`src/rtl/leb128_encoder_pkg.sv`:
```
// Shared definitions for the immediate-byte encoder: operand type codes,
// FSM/mode encodings and the per-type byte ceilings.
package leb128_encoder_pkg;

    typedef enum logic [1:0] {
        TYPE_I32 = 2'd0,
        TYPE_I64 = 2'd1,
        TYPE_F32 = 2'd2,
        TYPE_F64 = 2'd3
    } val_type_e;

    typedef enum logic {
        ST_IDLE = 1'b0,
        ST_EMIT = 1'b1
    } enc_state_e;

    typedef enum logic {
        MODE_LEB = 1'b0,
        MODE_RAW = 1'b1
    } enc_mode_e;

    localparam int LIMIT_I32 = 5;
    localparam int LIMIT_I64 = 10;
    localparam int LIMIT_F32 = 4;
    localparam int LIMIT_F64 = 8;

    function automatic int type_limit(input val_type_e t);
        case (t)
            TYPE_I32: return LIMIT_I32;
            TYPE_I64: return LIMIT_I64;
            TYPE_F32: return LIMIT_F32;
            default:  return LIMIT_F64;
        endcase
    endfunction

    function automatic logic is_float(input val_type_e t);
        return (t == TYPE_F32) || (t == TYPE_F64);
    endfunction

endpackage

```
`src/rtl/leb128_enc_step.sv`:
```
// One serialisation step: splits the pending value into the next payload
// byte and the remainder, and flags when the value is exhausted.
module leb128_enc_step
    import leb128_encoder_pkg::*;
(
    input  logic [63:0] sr,
    input  enc_mode_e   mode,
    input  logic        is_signed,
    output logic [7:0]  g,
    output logic [63:0] rest,
    output logic        last
);

    always_comb begin
        g    = 8'h00;
        rest = 64'h0;
        last = 1'b0;
        if (mode == MODE_RAW) begin
            // Raw float bytes end only on the byte budget, decided by the caller.
            g    = sr[7:0];
            rest = {8'h00, sr[63:8]};
        end else begin
            g = {1'b0, sr[6:0]};
            if (is_signed) begin
                rest = {{7{sr[63]}}, sr[63:7]};
                // Done once the remainder is pure sign and bit 6 already carries it.
                last = ((rest == 64'h0) && !sr[6]) || ((rest == '1) && sr[6]);
            end else begin
                rest = {7'h00, sr[63:7]};
                last = (rest == 64'h0);
            end
        end
    end

endmodule

```
`src/rtl/leb128_encoder.sv`:
```
// Streaming encoder for i32/i64/f32/f64 immediates: LEB128 for integers,
// little-endian raw bytes for floats, one byte per cycle over valid/ready.
module leb128_encoder
    import leb128_encoder_pkg::*;
#(
    parameter int MAX_BYTES = 10
) (
    input  logic        clk,
    input  logic        reset,
    input  logic        in_valid,
    output logic        in_ready,
    input  logic [63:0] in_value,
    input  logic [1:0]  in_type,
    input  logic        in_signed,
    output logic        out_valid,
    input  logic        out_ready,
    output logic [7:0]  out_byte,
    output logic        out_last,
    output logic [3:0]  out_len
);

    localparam int CNT_W = $clog2(MAX_BYTES + 1);

    enc_state_e       state_q, state_d;
    logic [63:0]      sr_q, sr_d;
    enc_mode_e        mode_q, mode_d;
    logic             signed_q, signed_d;
    logic [CNT_W-1:0] limit_q, limit_d;
    logic [CNT_W-1:0] count_q, count_d;
    logic             out_valid_q, out_valid_d;
    logic [7:0]       out_byte_q, out_byte_d;
    logic             out_last_q, out_last_d;
    logic [3:0]       out_len_q, out_len_d;

    val_type_e        in_type_e;
    logic             in_float;
    logic [63:0]      in_ext;
    logic             load;
    logic [63:0]      src_value;
    enc_mode_e        src_mode;
    logic             src_signed;
    logic [CNT_W-1:0] src_limit;
    logic [CNT_W-1:0] src_count;
    logic [7:0]       step_g;
    logic [63:0]      step_rest;
    logic             step_last;
    logic             byte_last;

    function automatic logic [CNT_W-1:0] clamp_limit(input val_type_e t);
        int l;
        l = type_limit(t);
        if (l > MAX_BYTES) begin
            l = MAX_BYTES;
        end
        return CNT_W'(l);
    endfunction

    assign in_type_e = val_type_e'(in_type);
    assign in_float  = is_float(in_type_e);

    always_comb begin
        case (in_type_e)
            TYPE_I32: in_ext = in_signed ? {{32{in_value[31]}}, in_value[31:0]}
                                         : {32'h0, in_value[31:0]};
            TYPE_F32: in_ext = {32'h0, in_value[31:0]};
            default:  in_ext = in_value;
        endcase
    end

    // sr holds only the bytes not yet presented, so the step always runs on
    // whatever the next registered byte is built from: the fresh operand on
    // accept, the stored remainder on advance.
    always_comb begin
        load       = 1'b0;
        src_value  = sr_q;
        src_mode   = mode_q;
        src_signed = signed_q;
        src_limit  = limit_q;
        src_count  = count_q + CNT_W'(1);
        if (state_q == ST_IDLE) begin
            load       = in_valid;
            src_value  = in_ext;
            src_mode   = in_float ? MODE_RAW : MODE_LEB;
            src_signed = in_signed && !in_float;
            src_limit  = clamp_limit(in_type_e);
            src_count  = CNT_W'(1);
        end else begin
            load = out_ready && !out_last_q;
        end
    end

    leb128_enc_step u_step (
        .sr        (src_value),
        .mode      (src_mode),
        .is_signed (src_signed),
        .g         (step_g),
        .rest      (step_rest),
        .last      (step_last)
    );

    assign byte_last = step_last || (src_count == src_limit);

    always_comb begin
        state_d     = state_q;
        sr_d        = sr_q;
        mode_d      = mode_q;
        signed_d    = signed_q;
        limit_d     = limit_q;
        count_d     = count_q;
        out_valid_d = out_valid_q;
        out_byte_d  = out_byte_q;
        out_last_d  = out_last_q;
        out_len_d   = out_len_q;
        if (load) begin
            state_d     = ST_EMIT;
            sr_d        = step_rest;
            mode_d      = src_mode;
            signed_d    = src_signed;
            limit_d     = src_limit;
            count_d     = src_count;
            out_valid_d = 1'b1;
            out_byte_d  = (src_mode == MODE_RAW) ? step_g : {!byte_last, step_g[6:0]};
            out_last_d  = byte_last;
            out_len_d   = 4'(src_count);
        end else if ((state_q == ST_EMIT) && out_ready && out_last_q) begin
            state_d     = ST_IDLE;
            out_valid_d = 1'b0;
            out_last_d  = 1'b0;
        end
    end

    always_ff @(posedge clk) begin
        if (reset) begin
            state_q     <= ST_IDLE;
            sr_q        <= 64'h0;
            mode_q      <= MODE_LEB;
            signed_q    <= 1'b0;
            limit_q     <= '0;
            count_q     <= '0;
            out_valid_q <= 1'b0;
            out_byte_q  <= 8'h00;
            out_last_q  <= 1'b0;
            out_len_q   <= 4'h0;
        end else begin
            state_q     <= state_d;
            sr_q        <= sr_d;
            mode_q      <= mode_d;
            signed_q    <= signed_d;
            limit_q     <= limit_d;
            count_q     <= count_d;
            out_valid_q <= out_valid_d;
            out_byte_q  <= out_byte_d;
            out_last_q  <= out_last_d;
            out_len_q   <= out_len_d;
        end
    end

    assign in_ready  = (state_q == ST_IDLE);
    assign out_valid = out_valid_q;
    assign out_byte  = out_byte_q;
    assign out_last  = out_last_q;
    assign out_len   = out_len_q;

endmodule

```
`config.mk`:
```
export PLATFORM = sky130hd
export DESIGN_NAME = leb128_encoder
export DESIGN_NICKNAME = d
export VERILOG_FILES = /design/src/rtl/leb128_encoder_pkg.sv /design/src/rtl/leb128_enc_step.sv /design/src/rtl/leb128_encoder.sv
export SDC_FILE = /design/constraint.sdc
export NUM_CORES = 1
export LEC_CHECK = 0
export BUFFER_PORTS_ARGS = -buffer_cell sky130_fd_sc_hd__buf_2
export CORE_ASPECT_RATIO = 1.5
export CORE_UTILIZATION = 40
export CTS_CLUSTER_DIAMETER = 30
export CTS_CLUSTER_SIZE = 10
export DETAILED_ROUTE_END_ITERATION = 10
export GPL_ROUTABILITY_DRIVEN = 0
export HOLD_SLACK_MARGIN = 0.06
export PLACE_DENSITY = 0.64
export SLEW_MARGIN = 20
export SYNTH_ARGS = -nofsm -noshare
export SYNTH_HDL_FRONTEND = slang
export SYNTH_HIERARCHICAL = 1
export SYNTH_SLANG_ARGS = --single-unit
```
`constraint.sdc`:
```
create_clock -name clk -period 3.3 [get_ports clk]
set_input_delay 0.66 -clock clk [delete_from_list [all_inputs] [get_ports clk]]
set_output_delay 0.66 -clock clk [all_outputs]
set_load 0.01 [all_outputs]
```
* After elaboration in Yosys (flattened, before gate mapping)
Index checks and enable logic that the tools add are counted.
Operators by class: add/sub/neg operators 1, magnitude comparators 1, equality and inequality tests 5, muxes and demuxes 21, bitwise gates (word level) 1, reduce and logical (&&, ||, !) cells 17
Operator list (count):
- $mux W64 | 4
- $pmux W64 S2 | 1
- $eq A64 B64 Y1 const B | 1
- $logic_not A64 Y1 | 1
- $logic_not A57 Y1 | 1
- $gt A32 B5 Y1 const B | 1
- $mux W32 | 1
- $mux W8 | 2
- $mux W4 | 3
- $pmux W4 S3 | 1
- $mux W1 | 9
- $logic_and A1 B1 Y1 | 6
- $add A4 B1 Y4 const B | 1
- $eq A2 B2 Y1 const B | 2
- $eq A4 B4 Y1 | 1
- $logic_not A1 Y1 | 4
- $logic_or A1 B1 Y1 | 3
- $eq A2 B1 Y1 const B | 1
- $logic_not A2 Y1 | 1
- $reduce_bool A2 Y1 | 1
- $not A1 Y1 | 1
Word-level totals: register bits after elaboration 84, input bits 71, output and inout bits 15, logic and storage cells 54

* Depth between registers and ports, before layout
Gate-level depths: netlist of the first run.
depth in word-level cells 11, gate-level depth with buffers 13, mapped depth without buffers 11

* Hierarchy
Netlist of the first run, hierarchy kept.
By module, submodules not included:
- leb128_encoder | instances 1, cells each 527, area an instance 3965.1 sq um, seq. area each 1681.6 sq um
- leb128_enc_step | instances 1, cells each 120, area an instance 1042.2 sq um, seq. area each 0.0 sq um

* Least setup slack after synthesis of the first run
No wires, ideal clock.
path type input port to flip-flop, start point in in_type[0], end point reg out_last_q (netlist: out_last), data arrival time 2.746 ns, required time 3.214 ns, path slack 0.467 ns, stages 12, path buffers 2, path through buf_6 -> nor2_1 -> a31o_2 -> clkbuf_1 -> a21oi_1 -> a21oi_1 -> nor4_1 -> nand4_1 -> or4_1 -> a21oi_1 -> a31oi_1 -> a221oi_2
Between the ends: word-level cells in the longest chain between the ends 10, elaborated cells on any way between the ends 29, those cells by class order compare (1); eq/ne (5); mux (12); reduce/logical (11)
Ends and longest elaborated chain:
- start, declared | line leb128_encoder.sv:13 | input logic [1:0] in_type,
- $eq A2 B2 Y1 / $logic_not A2 Y1 (equally long branches) | line leb128_encoder.sv:62 | case (in_type_e)
- $pmux W64 S2 * | line leb128_encoder.sv:62
- $mux W64 * | line leb128_encoder.sv:80 | if (state_q == ST_IDLE) begin
- named net src_value[60] | line leb128_encoder.sv:39 | logic [63:0] src_value;
- $eq A64 B64 Y1 / $logic_not A64 Y1 (equally long branches) | line leb128_enc_step.sv:27 | last = ((rest == 64'h0) && !sr[6]) || ((rest == '1) && sr[6]);
- $logic_and A1 B1 Y1 | line leb128_enc_step.sv:27
- $logic_or A1 B1 Y1 | line leb128_enc_step.sv:27
- $mux W1 * | line leb128_enc_step.sv:24 | if (is_signed) begin
- $mux W1 * | line leb128_enc_step.sv:18 | if (mode == MODE_RAW) begin
- named net step_last | line leb128_encoder.sv:46 | logic step_last;
- $logic_or A1 B1 Y1 * | line leb128_encoder.sv:101 | assign byte_last = step_last || (src_count == src_limit);
- $mux W1 * | line leb128_encoder.sv:114 | if (load) begin
- end signal, assigned | line leb128_encoder.sv:153 | out_last_q <= out_last_d;
- end, declared | line leb128_encoder.sv:32 | logic out_last_q, out_last_d;
The timed path passes the listed nets; every way through them passes the cells marked *. The select of a mux whose other input is x is not followed. A chain may end at the register's enable or synchronous reset.

* Final worst setup path of the first run
Same ends and word-level chain as after synthesis.

==> results of run 1 <==
per-stage QoR:
stage                     power [mW]  setup slack [ps]  TNS (ps)  instance area, sq um  hold WS [ps]
after floorplan                 1.74               467         0                  5010           428
final                           2.93               218         0                  5830           451
after global routing            3.07              42.6         0                  5830           461
after global placement          1.95              -246      -454                  5530           435
after detailed placement        1.96              -267      -510                  5530           443
after CTS                       2.94              91.9         0                  5820           454
synth_stat cells (all sizes together):
master	n	area (sq um)
clkbuf	24	90.1
nand3	3	15.0
nand3b	2	15.0
a22o	1	8.76
dfxtp	84	1680
a211oi	7	52.6
o21ai	2	13.8
buf	37	231
or2	1	6.26
and2	2	12.5
nand2b	2	12.5
xor2	1	8.76
a31o	1	8.76
xnor3	2	45.0
ha	1	12.5
a31oi	1	6.26
xnor2	1	8.76
nor2b	2	12.5
and3b	1	8.76
nor3	3	15.0
or4	1	7.51
nand4	19	119
nor2	12	47.6
a21oi	146	731
a221oi	1	15.0
nor4	16	113
mux2	89	1000
nand2	150	563
inv	33	124
mux2i	1	13.8
and3	1	6.26
power by group:
part / internal, mW / switching (mW) / leakage [nW]
Clock: 0.536 / 0.446 / 0.131
Combinational: 0.350 / 0.450 / 1.42
Sequential: 1.10 / 0.0450 / 0.688
Total: 1.99 / 0.942 / 2.24
cell type report:
| class | count | area, sq um |
|---|---|---|
| fill | 1204 | 6250 |
| multi-input combinational | 469 | 2900 |
| sequential | 84 | 1680 |
| timing repair buffer | 110 | 638 |
| clock buffer | 10 | 239 |
| tap | 153 | 191 |
| inverter | 33 | 124 |
| clock inverter | 6 | 48.8 |
flip-flops by register name (all words and copies together), names as in the netlist:
name       count
limit_q        4
out_len        4
out_valid      1
signed_q       1
mode_q         1
out_last       1
out_byte       8
sr_q          64
worst min-delay path by stage:
stage	slack (ps)	to	startpoint	cells after the start
after CTS	450	sr_q[9]	sr_q[9]	2
after detailed placement	440	sr_q[4]	sr_q[4]	2
after floorplan	430	sr_q[0]	sr_q[0]	2
final	450	sr_q[24]	sr_q[24]	2
after global routing	460	sr_q[11]	sr_q[11]	2
after global placement	430	sr_q[12]	sr_q[12]	2
logic make-up after synthesis:
kind of cell / count (synthesis)
and+or+nand+nor: 215
AOI/OAI and AO/OA: 159
buffers and inverters: 94
muxes: 90
DFF: 84
xor gates and xnor gates: 4
adders and majority gates: 1
what timing repair did:
item,in CTS,in global routing
hold buffers,0,0
setup endpoints to repair,0,2
buffers inserted,0,0
resized for setup,0,1
critical path, delay by kind of cell:
| family | cells | cell delay (ps) |
|---|---|---|
| compound gates | 6 | 1500 |
| buf+inv | 1 | 110 |
| simple gates | 4 | 1060 |
layer usage:
metal	share of wire	GRT usage	vias up	routed length [um]
li1	-	-	2334	-
met1	0.40	0.261	2207	5680
met2	0.52	0.395	126	7380
met3	0.047	0.0428	41	674
met4	0.039	0.119	0	558
met5	0	0	-	0
==> metrics.txt, run 1 <==
synth unique cells 38; mux contribution to synthesized area 0.203; largest net degree at the start of global routing 46; max cap viols 0; Final period util 0.934; layout cells sized above 1 0.305; Chip Height 139 um; initial antenna violation count 0; CTS clk-pin slew, worst paths 70 ps; PortBufs 85; Final Non-Filler Cells 865; area grow syn2layout 16.3%; Final Util 0.482; syn nets 719; critical path class in -> reg; syn avg cell area 7.74 sq um; Synth Area in Compound Gates 0.167; placed wire-length estimate 10300 um; Starting Density 0.415; Cell Area, Synth 5010 sq um; Final setup viols 0; Root Buffer Master clkbuf_16; Overall Global Routing Usage 0.228; post-synthesis xor/xnor area fraction 0.0125; R2R Setup Slk 400 ps; DRT iter0 DRCs 255; final hold vios 0; post-route ant nets 0; RSZ-0062 raised after global routing no; Worst Hold Class reg -> reg; ANT cells 0; Max stage delay on crit path 550 ps; die width 93.4 um; clock sinks 84; placed insts 849; CP Cell Sequence buf_2 > nor2_1 > a31o_4 > a21oi_1 > a21oi_1 > nand4_1 > nor4_1 > nand4_1 > a21oi_1 > a31oi_1 > a221oi_2; CP max-delay cell nor4_1; final wirelength 14300 um; Max clock buf depth 2; Std-Cell Rows 49; Mapped Cells 647; TritonRoute pass-1 iters 5; Worst Setup SP in_type[0]; commonest cells after routing, fill and taps aside 150 x nand2_1, 146 x a21oi_1, 85 x buf_2, 83 x mux2_2, 83 x dfxtp_1; I/O pin total 86; crit path DAT 3340 ps; Synth Area in Adders 0.00250; Slew headroom 0.439; DIE AREA 13000 sq um; Nets 779; main combinational cell family by area after synthesis multiplexers; Ys Warns 6; commonest non-fill, non-tap cell in the layout nand2_1; vias in the first global route 4689; core area 12100 sq um; Slew Viols, Final 0; reg2reg path depth 8; TritonCTS buffer count 9; Crit path top cell by count a21oi_1; Critical Path End out_last; Peak Freq 324 MHz; H-tree levels 3; DR vias/cell 5.44; PD cells 503 nW/um^2; via total after detailed routing 4708; simple-gate area share of the yosys netlist 0.190; Yosys reg bits 84; startpoint types primary input; worst skew pair latency 350 ps; outcome complete, no violations; CTS tree built; Pleak 2.24 nW; Period minus WS final 3080 ps; clk_skew 8.97 ps; worst reg2reg path endpoint out_last; Tightest Pin Transition 841 ps; worst vdd ir 0.000280 V; worst reg2reg startpoint out_valid; Wirelength per Cell 16.5 um; Residual DRC 0; Critical Path RT 3560 ps; register area share after synthesis 0.336; CP Capture Type flip-flop; global-route wire length before repair 23100 um; gr ovfl total 0; Worst Path Max Fanout 28
(Power assumes the default switching activity.)
==> run 2, diff against run 1 <==
ABC_AREA = 1   (was unset)
==> run 2 against run 1 <==
Net effect:
- worst setup slack improved by 440 ps
- non-clock buffer count fell by 8
- core utilization decreased by 0.96 points
- via count up 12%
- clock power up 20%
- register-to-register slack improved by 260 ps
- worst hold slack worse by 7.5 ps
- critical endpoint is now sr_q[29]
- highest routed layer unchanged
==> metrics.txt, run 2 <==
H-tree levels 3; worst reg2reg startpoint out_valid; fraction of registers with async set/reset 0; layout cells sized above 1 0.144; CP max-delay cell a21oi_4; Synth top area share 0.322; clock sinks 84; syn nets 914; Pleak 2.67 nW; PortBufs 85; CTS clk-pin slew, worst paths 60 ps; PD cells 538 nW/um^2; register area share after synthesis 0.322; Resized Gates After CTS 0; Yosys reg bits 84; Int Power 2.19 mW; via total after detailed routing 5291; Residual DRC 0; commonest non-fill, non-tap cell in the layout a21oi_1; Ys Warns 6; CTS tree built; Starting Density 0.415; crit path DAT 2910 ps; final setup margin 660 ps; Cell Area, Synth 5220 sq um; Biggest register sr_q; Clk pwr share 0.369; combinational share of power 0.265; Top Family by Delay on Critical Path compound AO/OA/AOI/OAI gates; Finished Cell Area 5940 sq um; hold endpoint sr_q[31]; ANT cells 0; Wirelength per Cell 13.0 um; vias in the first global route 4602; max cap viols 0; worst reg2reg path endpoint sr_q[29]; Final Util 0.473; core area 12600 sq um; synth top area cells dfxtp_1 32%, a21oi_1 13%, o21ai_0 11%, nand2_1 9.3%, inv_1 7.9%; commonest cells after routing, fill and taps aside 133 x a21oi_1, 129 x nand2_1, 113 x o21ai_0, 110 x inv_1, 104 x nor2_1; Chip Height 142 um; Final period util 0.800; TritonCTS buffer count 9; Slew Viols, Final 0; die width 95.2 um; worst vdd ir 0.000296 V; clk_skew 5.86 ps; final wirelength 13600 um; worst skew pair latency 350 ps; initial antenna violation count 0; CP Cell Sequence buf_4 > nor2_1 > a21oi_4 > buf_4 > nor2_1 > a21oi_1 > o21ai_0 > a21oi_1; Max stage delay on crit path 640 ps; Overall Global Routing Usage 0.204; global-route wire length before repair 21700 um; post-route ant nets 0; Final setup viols 0; ys flop type dfxtp_1; Post-CTS Setup Bufs 0; synth cell count leaders 134 x a21oi_1, 129 x nand2_1, 113 x o21ai_0; total power 3.20 mW; hold_ws 444 ps; P_sw 1.01 mW; Std-Cell Rows 50; Hold Path Origin sr_q[31]; largest net degree at the start of global routing 91; area grow syn2layout 14.0%; reg2reg path depth 8; pre-CTS WS 606 ps; final hold vios 0; Final Non-Filler Cells 1043; most frequent cell after synthesis a21oi_1; CP Buf/Inv Count 2; Root Buffer Master clkbuf_16; R2R Setup Slk 660 ps; Slew headroom 0.303; placed insts 1027; gr ovfl total 0; CP Depth 8; DR vias/cell 5.07; DIE AREA 13500 sq um; DRT iter0 DRCs 248; Reg power frac 0.366; placed wire-length estimate 9570 um; Period minus WS final 2640 ps; TritonRoute pass-1 iters 5; syn avg cell area 6.19 sq um; number of hold buffers added after CTS 0; largest area contributor in the netlist dfxtp_1; CP Capture Type flip-flop; Mapped Cells 842; Sw Ratio 0.316; Critical Path RT 3570 ps; Worst Path Max Fanout 78; Total Neg Setup Slack 0 ps; Max clock buf depth 2; critical path class reg -> reg; Peak Freq 379 MHz; max FFs per register 64; Nets 954; Tightest Pin Transition 1050 ps; placed cell area 5590 sq um; RSZ-0062 raised after global routing no; outcome complete, no violations; Worst Hold Class reg -> reg; hold path cells 2; startpoint types flip-flop; EDFF count, synth 0; I/O pin total 86; synth unique cells 30
==> run 2: cell types whose count changed after synthesis, moves of 30 or more <==
cell / change
nor2_1: +93
inv_1: +77
mux2_2: -83
o21ai_0: +112
o21ai_1: +30
a22oi_1: +32
==> run 2: metal layers <==
layer | track usage | up-vias | wire (um) | share of wire
met1 | 0.246 | 2346 | 6030 | 0.44
met2 | 0.357 | 108 | 6790 | 0.50
li1 | - | 2817 | - | -
met4 | 0.0821 | 0 | 318 | 0.023
met3 | 0.0279 | 20 | 443 | 0.033
met5 | 0 | - | 0 | 0
==> run 2: power by group through the flow <==
| stage | registers (mW) | clock network [mW] | logic, mW |
|---|---|---|---|
| finish | 1.17 | 1.18 | 0.848 |
| global route | 1.18 | 1.25 | 0.967 |
| global placement | 1.19 | 0 | 0.842 |
| CTS | 1.17 | 1.21 | 0.849 |
| floorplan | 1.19 | 0 | 0.649 |
| detailed placement | 1.19 | 0 | 0.845 |
==> run 2: logic make-up after synthesis <==
group,after synthesis,synth area share
adder cells (fa/ha/maj),1,0.00240
AO/OA/AOI/OAI,312,0.316
AND/OR/NAND/NOR,256,0.197
buffers and inverters,187,0.158
multiplexers,2,0.00432
flip-flops,84,0.322
==> run 2: worst max path at each step <==
| stage | slack (ps) | start | end |
|---|---|---|---|
| global route | 410 | out_valid | sr_q[29] |
| floorplan | 910 | in_type[0] | out_last |
| CTS | 670 | out_valid | sr_q[17] |
| detailed placement | 610 | in_type[0] | out_last |
| finish | 660 | out_valid | sr_q[29] |
| global placement | 610 | in_type[0] | out_last |
==> run 2: tightest hold or removal path, cell delays in order, from the launching register on <==
cell,delay [ps]
dfxtp_1,300
inv_1,50
a21oi_1,50
==> run 2: final cells by class <==
type                            instances  area [sq um]
Fill cell                            1366          6630
Multi-Input combinational cell        571          2720
Sequential cell                        84          1680
Timing Repair Buffer                  102           566
Inverter                              114           428
Clock buffer                           10           239
Tap cell                              156           195
Clock inverter                          6           111
==> run 3, diff against run 2 <==
clock period = 2.77 ns   (was 3.3 ns; I/O delays follow)
==> run 3 against run 2 <==
Net effect:
- first-iteration DRC count is 38% higher
- global-route usage is 0.67 points higher
- clock-buffer cell count is 3 higher
- routed wire length is 0.56% higher
- clock skew is 1.5 ps higher
- worst hold slack worse by 2.2 ps
- sequential power is 19% higher
- final cell count is 0.38% higher
- clock power hardly changed
- critical path depth is 6 higher
- critical path type unchanged
- critical endpoint is now out_last
- largest power group is now sequential cells
==> metrics.txt, run 3 (synthesized netlist as in run 2, its figures left out) <==
Pleak 2.69 nW; R2R Setup Slk 370 ps; hold_ws 441 ps; Hold Path Origin reset; Root Buffer Master clkbuf_16; vias in the first global route 4684; Final setup viols 0; Tightest Pin Transition 632 ps; Worst Path Max Fanout 26; DIE AREA 13500 sq um; Critical Path RT 3040 ps; max FFs per register 64; number of hold buffers added after CTS 0; Nets 959; Residual DRC 0; layout cells sized above 1 0.145; commonest non-fill, non-tap cell in the layout a21oi_1; Worst Hold Class in -> reg; CP Capture Type flip-flop; via total after detailed routing 5305; area grow syn2layout 14.4%; Chip Height 142 um; RSZ-0062 raised after global routing no; Final period util 0.868; DRT iter0 DRCs 342; I/O pin total 86; placed wire-length estimate 9520 um; worst vdd ir 0.000276 V; Worst Setup SP out_valid; Wirelength per Cell 13.0 um; critical path class reg -> reg; post-route ant nets 0; Post-CTS Setup Bufs 0; Starting Density 0.415; TritonCTS buffer count 9; CTS tree built; Max clock buf depth 2; Final Non-Filler Cells 1047; largest net degree at the start of global routing 83; global-route wire length before repair 22200 um; Total Neg Setup Slack 0 ps; gr ovfl total 0; DR vias/cell 5.07; Peak Freq 416 MHz; TritonRoute pass-1 iters 4; worst reg2reg startpoint out_valid; commonest cells after routing, fill and taps aside 133 x a21oi_1, 129 x nand2_1, 113 x o21ai_0, 110 x inv_1, 104 x nor2_1; PD cells 607 nW/um^2; H-tree levels 3; placed insts 1032; Std-Cell Rows 50; CTS clk-pin slew, worst paths 60 ps; final wirelength 13700 um; crit path DAT 2680 ps; worst skew pair latency 340 ps; Slew Viols, Final 0; initial antenna violation count 0; Slew headroom 0.574; outcome complete, no violations; die width 95.2 um; clock sinks 84; Biggest register sr_q; Resized Gates After CTS 0; PortBufs 85; core area 12600 sq um; fill cell count 1402; startpoint types flip-flop; Period minus WS final 2400 ps; max cap viols 0; clk_skew 7.37 ps; final hold vios 0; Overall Global Routing Usage 0.211; Final Util 0.475; ANT cells 0
run 3: worst max-delay path, cell delays in order (launching register included):
cell	delay, ps
dfxtp_2	370
inv_2	350
buf_4	290
nand2_1	90
o21ai_0	200
nand4_1	190
nor2_1	190
nand2_1	90
nor2_1	90
nand2_1	70
a21oi_2	120
inv_1	60
nand2_1	60
nand2_1	40
a21oi_1	120
run 3: per-layer routing:
layer | up-vias | share of wire | global-route usage
li1 | 2825 | - | -
met1 | 2340 | 0.43 | 0.256
met2 | 116 | 0.51 | 0.360
met3 | 24 | 0.036 | 0.0305
met4 | 0 | 0.028 | 0.0973
met5 | - | 0 | 0
run 3: path summary, 6_finish.rpt:
path / end / cells past startpoint
worst max-delay path: out_last / 14
worst min-delay path: out_last / 2
worst max register to register: out_last / 14
worst min register to register: sr_q[1] / 2
run 3: stage by stage:
| step | setup WS, ps | instance area (sq um) | power (mW) |
|---|---|---|---|
| 2_1_floorplan | 485 | 5220 | 2.20 |
| 3_5_place_dp | 213 | 5680 | 2.46 |
| 5_1_grt | 71.6 | 5970 | 3.86 |
| 4_1_cts | 350 | 5970 | 3.66 |
| 6_report | 365 | 5970 | 3.62 |
| 3_3_place_gp | 186 | 5680 | 2.45 |
run 3: layout make-up:
| class | instances | area [sq um] | area share |
|---|---|---|---|
| clock buffers | 13 | 250 | 0.0419 |
| well taps | 156 | 195 | 0.0327 |
| clock inverters | 2 | 35.0 | 0.00587 |
| multi-input cells | 571 | 2720 | 0.456 |
| inverters | 114 | 428 | 0.0717 |
| repair buffers | 107 | 653 | 0.109 |
| flip-flops and latches | 84 | 1680 | 0.282 |
run 3: power by group:
group / internal [mW] / switching (mW) / total, mW
Combinational: 0.375 / 0.658 / 1.03
Clock: 0.718 / 0.474 / 1.19
Sequential: 1.35 / 0.0444 / 1.39
Total: 2.44 / 1.18 / 3.62
